--- src/rtl/axi_full_burst_writer.sv ---
// axi_full_burst_writer: drains a FWFT FIFO into a DDR frame buffer as AXI4 INCR write bursts, one video line per request
module axi_full_burst_writer #(
  parameter int AXI4_DATA_WIDTH = 128,
  parameter int AXI4_ADDR_WIDTH = 32,
  parameter int BURST_LEN = 16,
  parameter int LINE_BEATS = 480,
  parameter logic [AXI4_ADDR_WIDTH-1:0] FRAME_BASE_ADDR = '0,
  parameter int FRAME_LINES = 1080
) (
  input  logic                         M_AXI_ACLK,
  input  logic                         M_AXI_ARESETN,
  input  logic                         frame_start,
  input  logic                         AXI_FULL_BURST_VALID,
  output logic                         AXI_FULL_BURST_READY,
  input  logic [AXI4_DATA_WIDTH-1:0]   fifo_rd_data,
  input  logic                         fifo_empty,
  output logic                         fifo_rd_en,
  output logic [AXI4_ADDR_WIDTH-1:0]   M_AXI_AWADDR,
  output logic [7:0]                   M_AXI_AWLEN,
  output logic [2:0]                   M_AXI_AWSIZE,
  output logic [1:0]                   M_AXI_AWBURST,
  output logic                         M_AXI_AWVALID,
  input  logic                         M_AXI_AWREADY,
  output logic [AXI4_DATA_WIDTH-1:0]   M_AXI_WDATA,
  output logic [AXI4_DATA_WIDTH/8-1:0] M_AXI_WSTRB,
  output logic                         M_AXI_WLAST,
  output logic                         M_AXI_WVALID,
  input  logic                         M_AXI_WREADY,
  input  logic [1:0]                   M_AXI_BRESP,
  input  logic                         M_AXI_BVALID,
  output logic                         M_AXI_BREADY,
  output logic                         wr_error
);
  localparam int BYTES = AXI4_DATA_WIDTH/8;
  localparam int BURSTS = LINE_BEATS/BURST_LEN;
  localparam int BCW = $clog2(BURSTS+1);
  localparam int LCW = $clog2(FRAME_LINES+1);
  localparam logic [AXI4_ADDR_WIDTH-1:0] BURST_BYTES = AXI4_ADDR_WIDTH'(BURST_LEN*BYTES);
  localparam logic [AXI4_ADDR_WIDTH-1:0] LINE_BYTES = AXI4_ADDR_WIDTH'(LINE_BEATS*BYTES);
  typedef enum logic [1:0] {IDLE, ADDR, DATA, RESP} state_t;
  state_t state, state_nxt;
  logic [BCW-1:0] burst_cnt;
  logic [7:0] beat_cnt;
  logic [LCW-1:0] line_cnt;
  logic [AXI4_ADDR_WIDTH-1:0] line_ptr, aw_addr;
  logic pending, err, req, aw_hs, w_hs, b_hs, last_burst, rebase;
  assign AXI_FULL_BURST_READY = state == IDLE;
  assign M_AXI_AWVALID = state == ADDR;
  assign M_AXI_WVALID = state == DATA && !fifo_empty;
  assign M_AXI_WLAST = state == DATA && beat_cnt == 8'(BURST_LEN-1);
  assign M_AXI_BREADY = state == RESP;
  assign fifo_rd_en = w_hs;
  assign M_AXI_AWADDR = aw_addr;
  assign M_AXI_AWLEN = 8'(BURST_LEN-1);
  assign M_AXI_AWSIZE = 3'($clog2(BYTES));
  assign M_AXI_AWBURST = 2'b01;
  assign M_AXI_WDATA = fifo_rd_data;
  assign M_AXI_WSTRB = '1;
  assign wr_error = err;
  assign req = AXI_FULL_BURST_VALID && AXI_FULL_BURST_READY;
  assign aw_hs = M_AXI_AWVALID && M_AXI_AWREADY;
  assign w_hs = M_AXI_WVALID && M_AXI_WREADY;
  assign b_hs = M_AXI_BREADY && M_AXI_BVALID;
  assign last_burst = burst_cnt == BCW'(BURSTS-1);
  assign rebase = pending || frame_start;
  always_comb begin
    state_nxt = state;
    case (state)
      IDLE: state_nxt = req ? ADDR : IDLE;
      ADDR: state_nxt = M_AXI_AWREADY ? DATA : ADDR;
      DATA: state_nxt = (w_hs && M_AXI_WLAST) ? RESP : DATA;
      RESP: state_nxt = b_hs ? (last_burst ? IDLE : ADDR) : RESP;
      default: state_nxt = IDLE;
    endcase
  end
  always_ff @(posedge M_AXI_ACLK or negedge M_AXI_ARESETN)
    if (!M_AXI_ARESETN) state <= IDLE;
    else state <= state_nxt;
  always_ff @(posedge M_AXI_ACLK or negedge M_AXI_ARESETN)
    if (!M_AXI_ARESETN) begin
      burst_cnt <= '0;
      beat_cnt <= '0;
      line_cnt <= '0;
      line_ptr <= FRAME_BASE_ADDR;
      aw_addr <= FRAME_BASE_ADDR;
      pending <= 1'b0;
      err <= 1'b0;
    end else begin
      if (state == IDLE && frame_start) begin
        line_ptr <= FRAME_BASE_ADDR;
        line_cnt <= '0;
      end
      if (state != IDLE && frame_start) pending <= 1'b1;
      if (req) begin
        burst_cnt <= '0;
        aw_addr <= frame_start ? FRAME_BASE_ADDR : line_ptr;
      end
      if (aw_hs) beat_cnt <= '0;
      if (w_hs) beat_cnt <= beat_cnt + 8'd1;
      if (b_hs) begin
        if (M_AXI_BRESP != 2'b00) err <= 1'b1;
        if (last_burst) begin
          pending <= 1'b0;
          if (rebase || line_cnt == LCW'(FRAME_LINES-1)) begin
            line_ptr <= FRAME_BASE_ADDR;
            line_cnt <= '0;
          end else begin
            line_ptr <= line_ptr + LINE_BYTES;
            line_cnt <= line_cnt + LCW'(1);
          end
        end else begin
          burst_cnt <= burst_cnt + BCW'(1);
          aw_addr <= aw_addr + BURST_BYTES;
        end
      end
    end
endmodule

--- config.mk ---
export PLATFORM = sky130hd
export DESIGN_NAME = axi_full_burst_writer
export DESIGN_NICKNAME = d
export VERILOG_FILES = /design/src/rtl/axi_full_burst_writer.sv
export SDC_FILE = /design/constraint.sdc
export NUM_CORES = 1
export LEC_CHECK = 0
export BUFFER_PORTS_ARGS = -buffer_cell sky130_fd_sc_hd__buf_2
export CAP_MARGIN = 20
export CORE_MARGIN = 2
export CORE_UTILIZATION = 30
export CTS_CLUSTER_SIZE = 8
export DETAILED_ROUTE_END_ITERATION = 6
export GPL_ROUTABILITY_DRIVEN = 0
export SLEW_MARGIN = 20
export SYNTH_ARGS = -nofsm -noshare
export SYNTH_HDL_FRONTEND = slang
export SYNTH_SLANG_ARGS = --single-unit
--- constraint.sdc ---
create_clock -name M_AXI_ACLK -period 2.5 [get_ports M_AXI_ACLK]
set_input_delay 0.375 -clock M_AXI_ACLK [delete_from_list [all_inputs] [get_ports M_AXI_ACLK]]
set_output_delay 0.375 -clock M_AXI_ACLK [all_outputs]
set_load 0.03 [all_outputs]
After elaboration in Yosys (flattened, before gate mapping)
Index checks and enable logic that the tools add are counted.
Storage, ports and cells
  bits in registers: 92
  latch bits: 0
  memory bits (writable): 0
  bits in read-only memories: 0
  input port bits: 138
  output and inout bits: 196
  memories kept: 0
Cells by class
  $add $sub $neg: 5
  multipliers: 0
  divide/modulo/power cells: 0
  order comparisons: 0
  eq/ne operators: 6
  shift operators: 0
  multiplexer cells: 26
  bitwise gates (word level): 0
  reduce and logical (&&, ||, !) cells: 17
Operators with widths (count)
  $mux 32: 8
  $mux 11: 4
  $add 32x13->32 const B: 1
  $add 32x9->32 const B: 1
  $mux 8: 2
  $mux 5: 3
  $add 11x1->11 const B: 1
  $eq 11x11->1 const B: 1
  $logic_and 1x1->1: 9
  $add 8x1->8 const B: 1
  $eq 8x4->1 const B: 1
  $pmux 2 s4: 1
  $mux 1: 6
  $reduce_bool 2->1: 3
  $add 5x1->5 const B: 1
  $eq 5x5->1 const B: 1
  $eq 2x2->1 const B: 2
  $mux 2: 2
  $eq 2x1->1 const B: 1
  $logic_not 2->1: 1
  $logic_or 1x1->1: 2
  $reduce_and 2->1: 1
  $logic_not 1->1: 1

Logic depth before layout (Yosys ltp)
  word-level depth: 6
  mapped depth: 10
  mapped depth without buffers: 7

Least setup slack after synthesis
No wires, ideal clock.
  path type: register to register
  start point: reg state[0]
  end point: reg beat_cnt[7]
  setup time: 129 ps
  arrival: 2338 ps
  data required time: 2371 ps
  slack: 33 ps
  stages on the path, launching flop included: 8
  buffers on the path: 1
  cells stage by stage: dfrtp_1 buf_2 nor3b_1 nand2_1 clkinv_1 nand4_1 o211ai_1 o31ai_1
On the way
  cells in the longest elaborated chain, start to end: 4
  elaborated cells between the ends (all ways): 7
  classes of those cells: 2 x eq/ne; 1 x mux; 4 x reduce/logical
Ends and longest elaborated chain
  start, declared: RTL line 41  | state_t state, state_nxt;
  start signal, assigned: RTL line 78  | else state <= state_nxt;
  $eq 2x2->1 (*): RTL line 49  | assign M_AXI_WVALID = state == DATA && !fifo_empty;
  $logic_and 1x1->1 (*): RTL line 49
  via M_AXI_WVALID: RTL line 27  | output logic M_AXI_WVALID,
  $logic_and 1x1->1 (*): RTL line 62  | assign w_hs = M_AXI_WVALID && M_AXI_WREADY;
  via fifo_rd_en: RTL line 17  | output logic fifo_rd_en,
  $mux 8 / $reduce_bool 2->1 (equally long branches)
  end signal, assigned: RTL line 99  | if (w_hs) beat_cnt <= beat_cnt + 8'd1;
  end, declared: RTL line 43  | logic [7:0] beat_cnt;
Mark *: on every way through the listed nets, which the timed path passes. The rest lies on a longest branch.
A chain may end at the register's enable or synchronous reset.

Worst setup path in the final report
  start point: reg aw_addr[17] (netlist: M_AXI_AWADDR[17])
  end point: reg aw_addr[31] (netlist: M_AXI_AWADDR[31])
On the way
  cells in the longest elaborated chain, start to end: 3
Ends and longest elaborated chain
  start, declared: RTL line 45  | logic [AXI4_ADDR_WIDTH-1:0] line_ptr, aw_addr;
  start signal, assigned: RTL line 96  | aw_addr <= frame_start ? FRAME_BASE_ADDR : line_ptr;
  start signal, assigned: RTL line 113  | aw_addr <= aw_addr + BURST_BYTES;
  $add 32x9->32: RTL line 113
  $mux 32: RTL line 102  | if (last_burst) begin
  $mux 32: RTL line 100  | if (b_hs) begin
No other way between the ends.

==> implementation parameters <==
Parameter                              Value

STA
  # setup viols final ... 0
  Final cycle utilization of the critical path ... 91.5%
  Final max-slew violation count ... 0
  Worst setup slack after layout ... 0.213 ns
  Max-Slew Margin vs Limit ... 22.7%
  Worst-case hold slack ... -0.00915 ns
  Clock skew ... 0.00728 ns
  Shortest period the worst path allows ... 2.29 ns
  Transition time at the pin with the least slew margin ... 1.15 ns
  Total Negative Setup Slacks ... 0 ns
  RSZ-0062 raised after global routing ... false
  Number of failing hold endpoints at the final stage ... 5
  Max frequency ... 437 MHz

Worst setup path
  Reg2reg path depth ... 5
  CP endpoint kind ... register
  Cell occurring most often along the worst timing path ... sky130_fd_sc_hd__or4_1
  Crit path max fanout ... 8
  Critical path arrival ... 2.53 ns
  Number of stages on the worst setup path ... 5
  Type of element launching the critical path ... register
  Critical-path top delay cell ... sky130_fd_sc_hd__or4_1
  Delay-heaviest family, CP ... simple AND/OR/NAND/NOR gates
  Required time reported for the critical path endpoint ... 2.74 ns
  Critical-path cell list ... nand4_1 > or4_1 > or4_1 > a21o_1 > a211oi_1
  Critical path buffer and inverter count ... 0
  Max incr delay on CP ... 0.59 ns
  Worst Path Class, Setup ... register to register

Clock network
  TritonCTS buffer count ... 9
  Clock network latency to the later pin of the worst-skew pair ... 0.34 ns
  Clock Sinks ... 92
  Buffer depth of the longest clock path ... 2
  Quantity of gates resized following cts ... 0
  Post-cts hold buffer count ... 0
  Setup bufs post-CTS ... 0
  Clock root buffer ... sky130_fd_sc_hd__clkbuf_16
  TritonCTS clock tree ... built
  CTS clk-pin slew, worst paths ... 0.07 ns
  H-tree depth ... 3

Detailed routing
  Via-to-Cell Ratio ... 4.91
  Drt drc ... 0
  Routed vias ... 4308
  Final ANT Viol Nets ... 0
  Count of routing violations after the opening detailed-route iteration ... 271
  Wire length per cell after detailed routing ... 13.9 um
  DR pass1 iterations ... 4
  Total routed wirelength ... 12200 um

GRT
  GR Util All Layers ... 11.9%
  Aggregate global routing overflow ... 0
  Maximum number of pins on one net before global-route repair ... 57
  Global-route wire length before repair ... 19900 um
  Antenna violations before repair ... 0
  Number of global-route vias before repair ... 4013

Yosys
  Multiplexer fraction of the synthesized cell area ... 0.341%
  Top-area cell type share of the netlist area ... 39.2%
  Mean cell area of the mapped netlist ... 8.60 sq um
  Dominant combinational cell family by area after synthesis ... buffers and inverters
  Post-synth ARST share ... 100%
  Simple-gate share of the synthesized area ... 18.6%
  Number of warnings issued by yosys ... 0
  Yosys reg bits ... 92
  Most area-consuming cells after synthesis ... sky130_fd_sc_hd__dfrtp_1, sky130_fd_sc_hd__buf_4, sky130_fd_sc_hd__nand2_1
  Area fraction in compound gates after synthesis ... 16.1%
  Instance count of the mapped netlist ... 682
  Adder and majority gate portion of the synthesized area ... 1.28%
  EDFF count, synth ... 0
  Sequential cell area fraction in the yosys report ... 39.2%
  Post-synthesis instance area ... 5870 sq um
  Count of different cell masters after synthesis ... 50
  Most common flop cell mapped by yosys ... sky130_fd_sc_hd__dfrtp_1
  Post-synth top area cell ... sky130_fd_sc_hd__dfrtp_1
  Xor and xnor fraction of the mapped netlist area ... 1.05%

Floorplanning
  Floorplan Core Area ... 19300 sq um
  Number of placement rows ... 51
  Effective utilization at floorplan ... 30.3%
  Die area ... 20700 sq um
  Boundary pin count ... 334
  Die extent in x ... 144 um
  Vertical die dimension ... 144 um

Power
  Total Power ... 4.53 mW
  Leak pwr ... 2.51 nW
  Power density over the cells ... 780 nW/um^2
  Worst VDD drop ... 0.318 mV

Layout
  Fin nets ... 752
  Highest-count cells in the layout ignoring fill and taps ... sky130_fd_sc_hd__dfrtp_1, sky130_fd_sc_hd__nand2_1, sky130_fd_sc_hd__o21ai_0, sky130_fd_sc_hd__buf_2, sky130_fd_sc_hd__nand3_1
  Layout Cells excl Fill ... 878
  Proportion of layout cells with a drive suffix above 1 ... 15.2%
  Diode count ... 0
  Share of the core filled with cells in the final layout ... 30.0%
  Most common cell after layout, fill and taps aside ... sky130_fd_sc_hd__dfrtp_1
  Area growth from synthesis to layout ... -0.981%

Min path
  Worst hold-check path type ... input port to async pin

Placement
  DP Wirelength ... 8510 um
  Cell count after placement ... 862
  Total of buffers placed on input and output ports ... 48
  Post-placement setup slack ... 0.242 ns

Run status
  Failing checks ... negative hold slack
  Run status ... finished, violations left

Flow run
  Reported max-cap violation count ... 0
-- final cells by class --
type | instances | area (sq um)
inverters | 16 | 60.1
fillers | 2048 | 13500
multi-input cells | 415 | 2310
repair buffers | 74 | 467
flip-flops and latches | 92 | 2300
well taps | 265 | 332
clock buffers | 9 | 225
clock inverters | 7 | 115
-- path summary, 6_finish.rpt --
path	startpoint	endpoint	slack [ns]
max in group asynchronous	M_AXI_ARESETN	line_ptr[22]	1.83
worst min register to register	M_AXI_AWADDR[3]	M_AXI_AWADDR[3]	0.47
min in group M_AXI_ACLK	M_AXI_BRESP[0]	wr_error	0.29
worst min-delay path	M_AXI_ARESETN	line_ptr[6]	-0.009
worst max-delay path	M_AXI_AWADDR[17]	M_AXI_AWADDR[31]	0.21
worst max register to register	M_AXI_AWADDR[17]	M_AXI_AWADDR[31]	0.21
-- per-layer routing --
layer	up-vias	share of wire (%)	track usage, %
li1	2062	-	-
met1	2106	47	15.4
met2	121	47	19.5
met3	19	5.1	2.80
met4	0	1.5	4.08
met5	-	0	0
-- state kept, by name, summed over array words and instances, names as in the netlist --
name          cells
state             2
line_ptr         32
burst_cnt         5
wr_error          1
line_cnt         11
M_AXI_AWADDR     32
beat_cnt          8
pending           1
-- per-stage QoR --
step	cell area, sq um	hold WS (ns)
after floorplan	5970	0.0794
after global placement	5460	0.384
after CTS	5810	0.0126
final	5810	-0.00915
after global routing	5810	0.0335
after detailed placement	5470	0.382
-- cell usage after synthesis, drive strengths merged, types with 2 or more instances --
master  instances
a211oi          2
a21o            4
a21oi          24
a221o           7
a22oi           2
a311oi          4
a31oi          25
a41oi           6
and2            4
and3            4
and4            2
buf           165
clkbuf         21
conb            2
dfrtp          92
ha              6
inv            15
mux2i           2
nand2          82
nand2b          3
nand3          31
nand4          15
nor2           26
nor2b          11
nor3           16
nor3b           4
nor4            5
o211ai          8
o21ai          52
o22ai           2
o311ai          4
o31ai           3
or3             8
or4             7
xnor2           4
xor2            3
-- power breakdown --
part | internal, mW | switching [mW] | leakage [nW]
clock | 0.974 | 0.583 | 0.161
sequential | 1.62 | 0.153 | 1.25
combinational | 0.353 | 0.851 | 1.09
-- cells by family after synthesis --
family	after synthesis
other cells	2
xor+xnor	7
compound gates	150
mux	2
simple gates	221
flops	92
fa+ha+maj	6
buf+inv	202
Power figures use the tool's default switching activity.
